File: src/rtl/rc_line_receiver.sv
// USB receive front end: SYNC qualification, NRZI decode, EOP detect.
// Ports: clk, rst (sync, active-high), dp/dm line samples in;
//   s_out/start_unstuffer/end_unstuffer bit stream to the unstuffer,
//   rcv_active packet window, line_error abort pulse out.
module rc_line_receiver #(
    parameter int MAX_BITS = 1100
) (
    input  logic clk,
    input  logic rst,
    input  logic dp,
    input  logic dm,
    output logic s_out,
    output logic start_unstuffer,
    output logic end_unstuffer,
    output logic rcv_active,
    output logic line_error
);

    localparam int CW = $clog2(MAX_BITS + 1);

    typedef enum logic [2:0] {
        IDLE,
        SYNC,
        RECV,
        EOP2,
        EOPJ,
        WAIT_J
    } state_t;

    state_t        state_q;
    logic [2:0]    idx_q;
    logic          prev_j_q;
    logic          pend_q;
    logic          pend_valid_q;
    logic          first_q;
    logic [CW-1:0] count_q;

    logic sym_j;
    logic sym_k;
    logic sym_se0;
    logic expect_k;
    logic sync_match;
    logic at_limit;

    assign sym_j   = dp & ~dm;
    assign sym_k   = ~dp & dm;
    assign sym_se0 = ~dp & ~dm;

    // SYNC is K J K J K J K K: J only at the odd indices below 7.
    assign expect_k   = ~(idx_q[0] && (idx_q != 3'd7));
    assign sync_match = expect_k ? sym_k : sym_j;

    assign at_limit = (count_q == CW'(MAX_BITS));

    always_ff @(posedge clk) begin
        if (rst) begin
            state_q         <= IDLE;
            idx_q           <= 3'd0;
            prev_j_q        <= 1'b0;
            pend_q          <= 1'b0;
            pend_valid_q    <= 1'b0;
            first_q         <= 1'b1;
            count_q         <= '0;
            s_out           <= 1'b0;
            start_unstuffer <= 1'b0;
            end_unstuffer   <= 1'b0;
            rcv_active      <= 1'b0;
            line_error      <= 1'b0;
        end else begin
            start_unstuffer <= 1'b0;
            end_unstuffer   <= 1'b0;
            line_error      <= 1'b0;
            unique case (state_q)
                IDLE: begin
                    if (sym_k) begin
                        state_q <= SYNC;
                        idx_q   <= 3'd1;
                    end else if (dp & dm) begin
                        line_error <= 1'b1;
                        state_q    <= WAIT_J;
                    end
                end
                SYNC: begin
                    if (!sync_match) begin
                        line_error <= 1'b1;
                        state_q    <= WAIT_J;
                    end else if (idx_q == 3'd7) begin
                        state_q      <= RECV;
                        prev_j_q     <= 1'b0;
                        pend_valid_q <= 1'b0;
                        first_q      <= 1'b1;
                        count_q      <= '0;
                        rcv_active   <= 1'b1;
                    end else begin
                        idx_q <= idx_q + 3'd1;
                    end
                end
                RECV: begin
                    if (sym_j | sym_k) begin
                        if (pend_valid_q && at_limit) begin
                            line_error <= 1'b1;
                            rcv_active <= 1'b0;
                            state_q    <= WAIT_J;
                        end else begin
                            // No transition on the line decodes as a 1.
                            pend_q       <= (sym_j == prev_j_q);
                            pend_valid_q <= 1'b1;
                            prev_j_q     <= sym_j;
                            if (pend_valid_q) begin
                                s_out           <= pend_q;
                                start_unstuffer <= first_q;
                                first_q         <= 1'b0;
                                count_q         <= count_q + CW'(1);
                            end
                        end
                    end else if (sym_se0 && pend_valid_q && !at_limit) begin
                        // Flush the held bit as the last one of the packet.
                        s_out           <= pend_q;
                        end_unstuffer   <= 1'b1;
                        start_unstuffer <= first_q;
                        first_q         <= 1'b0;
                        pend_valid_q    <= 1'b0;
                        state_q         <= EOP2;
                    end else begin
                        line_error <= 1'b1;
                        rcv_active <= 1'b0;
                        state_q    <= WAIT_J;
                    end
                end
                EOP2: begin
                    if (sym_se0) begin
                        state_q <= EOPJ;
                    end else begin
                        line_error <= 1'b1;
                        rcv_active <= 1'b0;
                        state_q    <= WAIT_J;
                    end
                end
                EOPJ: begin
                    rcv_active <= 1'b0;
                    if (sym_j) begin
                        state_q <= IDLE;
                    end else begin
                        line_error <= 1'b1;
                        state_q    <= WAIT_J;
                    end
                end
                WAIT_J: begin
                    if (sym_j) begin
                        state_q <= IDLE;
                    end
                end
                default: begin
                    state_q <= IDLE;
                end
            endcase
        end
    end

endmodule

File: config.mk
export PLATFORM = sky130hd
export DESIGN_NAME = rc_line_receiver
export DESIGN_NICKNAME = d
export VERILOG_FILES = /design/src/rtl/rc_line_receiver.sv
export SDC_FILE = /design/constraint.sdc
export NUM_CORES = 1
export LEC_CHECK = 0
export CORE_UTILIZATION = 55
export CTS_CLUSTER_DIAMETER = 30
export DETAILED_ROUTE_END_ITERATION = 7
export PLACE_DENSITY_LB_ADDON = 0.08
export SYNTH_ARGS = -nofsm -noshare
export SYNTH_HDL_FRONTEND = slang
export SYNTH_SLANG_ARGS = --single-unit
File: constraint.sdc
create_clock -name clk -period 2.7 [get_ports clk]
set_clock_uncertainty 0.15 [all_clocks]
set_input_delay 0.54 -clock clk [delete_from_list [all_inputs] [get_ports clk]]
set_output_delay 0.54 -clock clk [all_outputs]
set_load 0.03 [all_outputs]
* Word-level counts from Yosys, hierarchy flattened
Cells that the tools add are included.
** Word-level totals
- Memory bits (read-only) :: 0
- Bits in writable memories :: 0
- Memories :: 0
- Word-level logic and storage cells :: 131
- Bits of input ports :: 4
- Output and inout port bits :: 5
- Bits in registers :: 26
- Bits in latches :: 0
** Cells by class
- Bitwise gates (word level) :: 9
- Add/subtract/negate cells :: 2
- Mux-type cells :: 60
- Reductions and logical operators :: 21
- Shifts and indexed selects :: 0
- $lt $le $gt $ge :: 0
- $mul :: 0
- Divide/modulo/power cells :: 0
- Equality and inequality tests :: 27
** Operator list (count)
- $mux 11 :: 5
- $mux 3 :: 12
- $mux 1 :: 35
- $ne 3x3->1 const B :: 8
- $ne 2x2->1 const B :: 11
- $pmux 11 s2 :: 1
- $pmux 3 s6 :: 1
- $reduce_and 6->1 :: 3
- $reduce_and 4->1 :: 3
- $add 11x1->11 const B :: 1
- $eq 11x11->1 const B :: 1
- $reduce_and 5->1 :: 2
- $eq 3x3->1 const B :: 3
- $eq 3x2->1 const B :: 2
- $pmux 1 s2 :: 3
- $pmux 3 s2 :: 1
- $reduce_bool 2->1 :: 3
- $pmux 1 s5 :: 1
- $and 1x1->1 :: 4
- $logic_and 1x1->1 :: 4
- $not 1->1 :: 4
- $pmux 1 s4 :: 1
- $reduce_bool 4->1 :: 1
- $add 3x1->3 const B :: 1
- 8 further kinds :: 8

* Logic depth before layout (Yosys ltp)
- Depth in word-level cells :: 7
- Mapped depth :: 7
- Gate-level depth less buffers :: 7

* Worst setup path after synthesis
No wires, ideal clock.
- Path kind :: input port to flip-flop
- From :: input dp
- To :: register count_q[4]
- Stages :: 7
- Path slack :: 522 ps
- Buffers on the path :: 0
- Arrival :: 1957 ps
- Data required time :: 2479 ps
- Setup time :: 71 ps
- Path through :: inv_1 > ha_1 > and4bb_2 > o311ai_4 > and2_1 > or3_1 > a21oi_1
** Between the ends
- Word-level cells in the longest chain between the ends :: 5
** Ends and longest elaborated chain
- start, declared :: RTL line 10 : input logic dp,
- $not 1->1 :: RTL line 46 : assign sym_k = ~dp & dm;
- $and 1x1->1 :: RTL line 46
- $or 1x1->1 or $mux 1 (tied branches) :: RTL line 99, 51
- $ne 2x2->1 (no line)
- $reduce_and 6->1 (no line) *
- end signal, assigned :: RTL line 113 : count_q <= count_q + CW'(1);
- end, declared :: RTL line 36 : logic [CW-1:0] count_q;
Every way passes the cells marked *; elsewhere a longest branch is shown, timed or not.
A chain may end at the register's enable or synchronous reset.

* Worst setup path in the final report
- From :: input dp
- To :: register count_q[9]
Same word-level chain as after synthesis.

==> results by group <==
Worst setup path
  • Crit path cell chain: clkdlybuf4s50_1, inv_1, ha_1, and4bb_2, a22oi_1, nor4b_1, xnor2_1, nor2_1
  • Launching element of the worst setup path: dp
  • Max stage delay cell, worst path: clkdlybuf4s50_1
  • Category of the worst setup path capture point: register
  • Launch instance of the worst register-to-register path: idx_q[0]$_SDFFE_PP0P_
  • Biggest cell delay along the critical path: 480 ps
  • Critical path start-end classification: in2reg
  • Register-to-register setup slack: 390 ps
  • Required time of the critical path: 2770 ps
  • CP Data Arrival Time: 2480 ps
  • Critical Path Start Type: input port
  • Critical Path Fanout Max: 5
  • Worst r2r path cells: 7
  • Crit Reg-Reg Endpoint: count_q[9]$_SDFFE_PP0P_

Final layout
  • Register name with the most flops: count_q
  • Final Non-Filler Cells: 221
  • Layout Cell Area excl Fill: 1750 um^2
  • Area taken by multi-input logic gates: 935 um^2
  • Layout cells sized above 1: 13.6%
  • Area growth from synthesis to final layout: 14.2%
  • Max FFs per register: 11
  • Number of nets in the layout: 204
  • Footprint of the flip-flops and latches: 520 um^2
  • Antenna cells: 0
  • Largest registers: count_q x11, idx_q x3, state_q x3
  • Count of fill cells added during filler insertion: 226

Floorplanning
  • Number of I/O pins: 9
  • FP Rows: 18
  • DIE WIDTH: 54.7 um
  • Core Region: 2540 um^2
  • DIE AREA: 2990 um^2
  • Starting density of the core: 60.1%
  • Height of the die: 54.7 um

Logic synthesis
  • #FFs+latches synth: 26
  • Number of flops mapped to enable cells by yosys: 0
  • Yosys synthesis warning count: 0
  • Xor and xnor area share after synthesis: 5.16%
  • Mean area per synthesized cell: 8.69 um^2
  • Count of cell types in the netlist: 49
  • Fraction of registers with async set/reset: 0%
  • Portion of the post-synthesis area used by sequential elements: 34.0%
  • Dominant synthesized flop cell: dfxtp_1
  • Dominant combinational cell family by area after synthesis: simple AND/OR/NAND/NOR gates
  • Post-synthesis cell type with the largest combined area: dfxtp_1
  • Top cell types by occurrence after synthesis: dfxtp_1 (26), nor2_1 (20), a21oi_1 (13)
  • Count leader, synth: dfxtp_1
  • Proportion of netlist area held by the largest area contributor: 34.0%
  • Adder and majority gate portion of the synthesized area: 6.55%
  • Syn Std Cell Area: 1530 um^2
  • Area fraction in compound gates after synthesis: 18.0%
  • Multiplexer fraction of the synthesized cell area: 3.93%
  • Top cells by area in the synthesized netlist: dfxtp_1 (34%), ha_1 (6.5%), xnor2_1 (5.2%)
  • Post-synthesis share of cell area spent on and, or, nand and nor gates: 27.5%
  • Mapped Cells: 176
  • Nets in the synthesized netlist: 188

Timing
  • Final Hold Vio Count: 0
  • Actual transition at the worst max-transition pin: 446 ps
  • RSZ-0062 raised after global routing: no
  • Slack of the critical path: 288 ps
  • Min Tclk post-route: 2410 ps
  • Upper clock frequency limit: 415 MHz
  • Worst hold slack across all endpoints: 313 ps
  • Final-report setup violation count: 0
  • Slew Viols, Final: 0
  • Crit share post-route: 89.3%
  • Slew Limit Headroom: 70.2%

Drt
  • Count of antenna-violating nets left after detailed routing: 0
  • Post-detailed-route wirelength per cell: 14.7 um
  • Number of vias per cell: 5.91
  • Overall via count from detail_route: 1,307
  • DRC violation total after the first TritonRoute iteration: 32
  • Remaining routing DRC violations: 0
  • Count of TritonRoute iterations in the first routing pass: 5
  • Overall routed net length: 3240 um

Place
  • Cell Area, Placed: 1690 um^2
  • Estimated wirelength of the detail-placed design: 2460 um
  • Total instance count after detailed placement: 217
  • Number of buffer cells added on primary ports: 8
  • Dpl ws: -45.9 ps
  • Gp weighted congestion: 0.854

Power and ir drop
  • Part of the total power dissipated in combinational logic: 25.5%
  • Tot Pwr: 969 uW
  • Sw Share: 30.6%
  • Worst voltage drop across the vdd grid: 460 uV
  • Switch Pwr: 296 uW
  • Total power density per cell area: 555 nW/um^2
  • Reg power frac: 47.2%
  • Static leakage: 0.000637 uW
  • Share of total power in the clock network: 27.3%
  • Design internal power: 673 uW

Global route
  • Total track usage: 24.8%
  • Number of global-route vias before repair: 1,167
  • Largest net degree at the start of global routing: 16
  • Antenna violations before repair: 0
  • GR Overflow Total: 0
  • Wire length of the first global-routing pass: 5290 um

Min path
  • Launch instance of the worst min-delay path: first_q$_SDFFE_PP1P_
  • End point of the most critical hold path: first_q$_SDFFE_PP1P_
  • Number of stages on the worst hold path: 1
  • Class of the most critical hold timing path: reg2reg

Clock tree
  • Clock transition time at the flip-flop clock pins of the worst setup and hold paths: 140 ps
  • Number of buffers inserted to repair setup after CTS: 0
  • Library cell used as clock root buffer: clkbuf_4
  • Num Clock Sinks: 26
  • Level count of the clock H-tree: 1
  • CTS-repair resized insts: 0
  • TritonCTS clock tree: done
  • Clock latency at the later pin of the worst-skew pair: 320 ps
  • Maximum number of buffers from clock root to sink: 2
  • Hold buffers post-CTS: 0
  • CTS buffer count: 3

Status
  • Run status: finished clean

Flow run
  • Number of max-cap violations: 0
## final cells by class
class / instances / area share, %
clock inverters: 1 / 1.72
multi-input cells: 131 / 53.5
inverters: 12 / 2.58
well taps: 30 / 2.15
repair buffers: 18 / 8.89
clock buffers: 3 / 1.29
flip-flops and latches: 26 / 29.8
## worst max-delay path, delay by kind of cell
family | cells | cell delay [ps]
simple gates | 3 | 770
buf+inv | 2 | 540
fa+ha+maj | 1 | 290
compound gates | 1 | 170
xor+xnor | 1 | 170
## power groups by stage
stage,registers [uW],clock network [uW],logic [uW]
after global routing,463,278,274
final,457,265,248
after floorplan,437,0,207
after CTS,455,269,247
after detailed placement,465,0,246
after global placement,460,0,235
## per-layer routing
layer / vias to the layer above / wire, um / GRT usage, %
li1: 661 / - / -
met1: 621 / 1640 / 33.8
met2: 23 / 1500 / 40.2
met3: 2 / 83 / 5.00
met4: 0 / 19 / 4.70
met5: - / 0 / 0
## how the worst max path moves through the flow
stage / cells past startpoint / slack, ps / to
3_5_place_dp: 8 / -50 / count_q[9]$_SDFFE_PP0P_
3_3_place_gp: 8 / 20 / count_q[9]$_SDFFE_PP0P_
6_report: 8 / 290 / count_q[9]$_SDFFE_PP0P_
2_1_floorplan: 7 / 520 / count_q[4]$_SDFFE_PP0P_
5_1_grt: 8 / 210 / count_q[9]$_SDFFE_PP0P_
4_1_cts: 8 / 300 / count_q[9]$_SDFFE_PP0P_
## per-stage QoR
step           TNS [ps]  utilization (%)
2_1_floorplan         0                -
3_3_place_gp          0             66.5
3_5_place_dp      -45.9             66.5
4_1_cts               0             68.6
5_1_grt               0             68.6
6_report              0             68.6
## cells in the final DEF (no fill, tap or decap), types with 2 or more instances in the layout
cell type        netlist  layout
inv_1                 12      12
nand3_1                6       6
nor4_1                 3       3
o21ai_0                4       4
or3_1                  3       3
clkdlybuf4s50_1        0       8
nor2b_1                3       3
nand2b_1               4       4
clkbuf_4               0       3
a21o_1                 2       2
ha_1                   8       8
nor3b_1                2       2
nor3_1                 5       5
a31oi_1                4       4
nand4_1                3       3
nor2_1                20      20
mux2i_1                6       6
dfxtp_1               26      26
and3_1                 2       2
xnor2_1                9       9
nand2_1                8       8
buf_4                  0      10
a21oi_1               13      13
## logic make-up (layout without fill, tap and decap cells)
kind of cell,after synthesis,in the layout
AO/OA/AOI/OAI,37,37
flip-flops,26,26
multiplexers,6,6
buffers and inverters,19,34
XOR/XNOR,9,9
AND/OR/NAND/NOR,71,71
adder cells (fa/ha/maj),8,8
No activity file was read; power rests on OpenSTA's default activity.
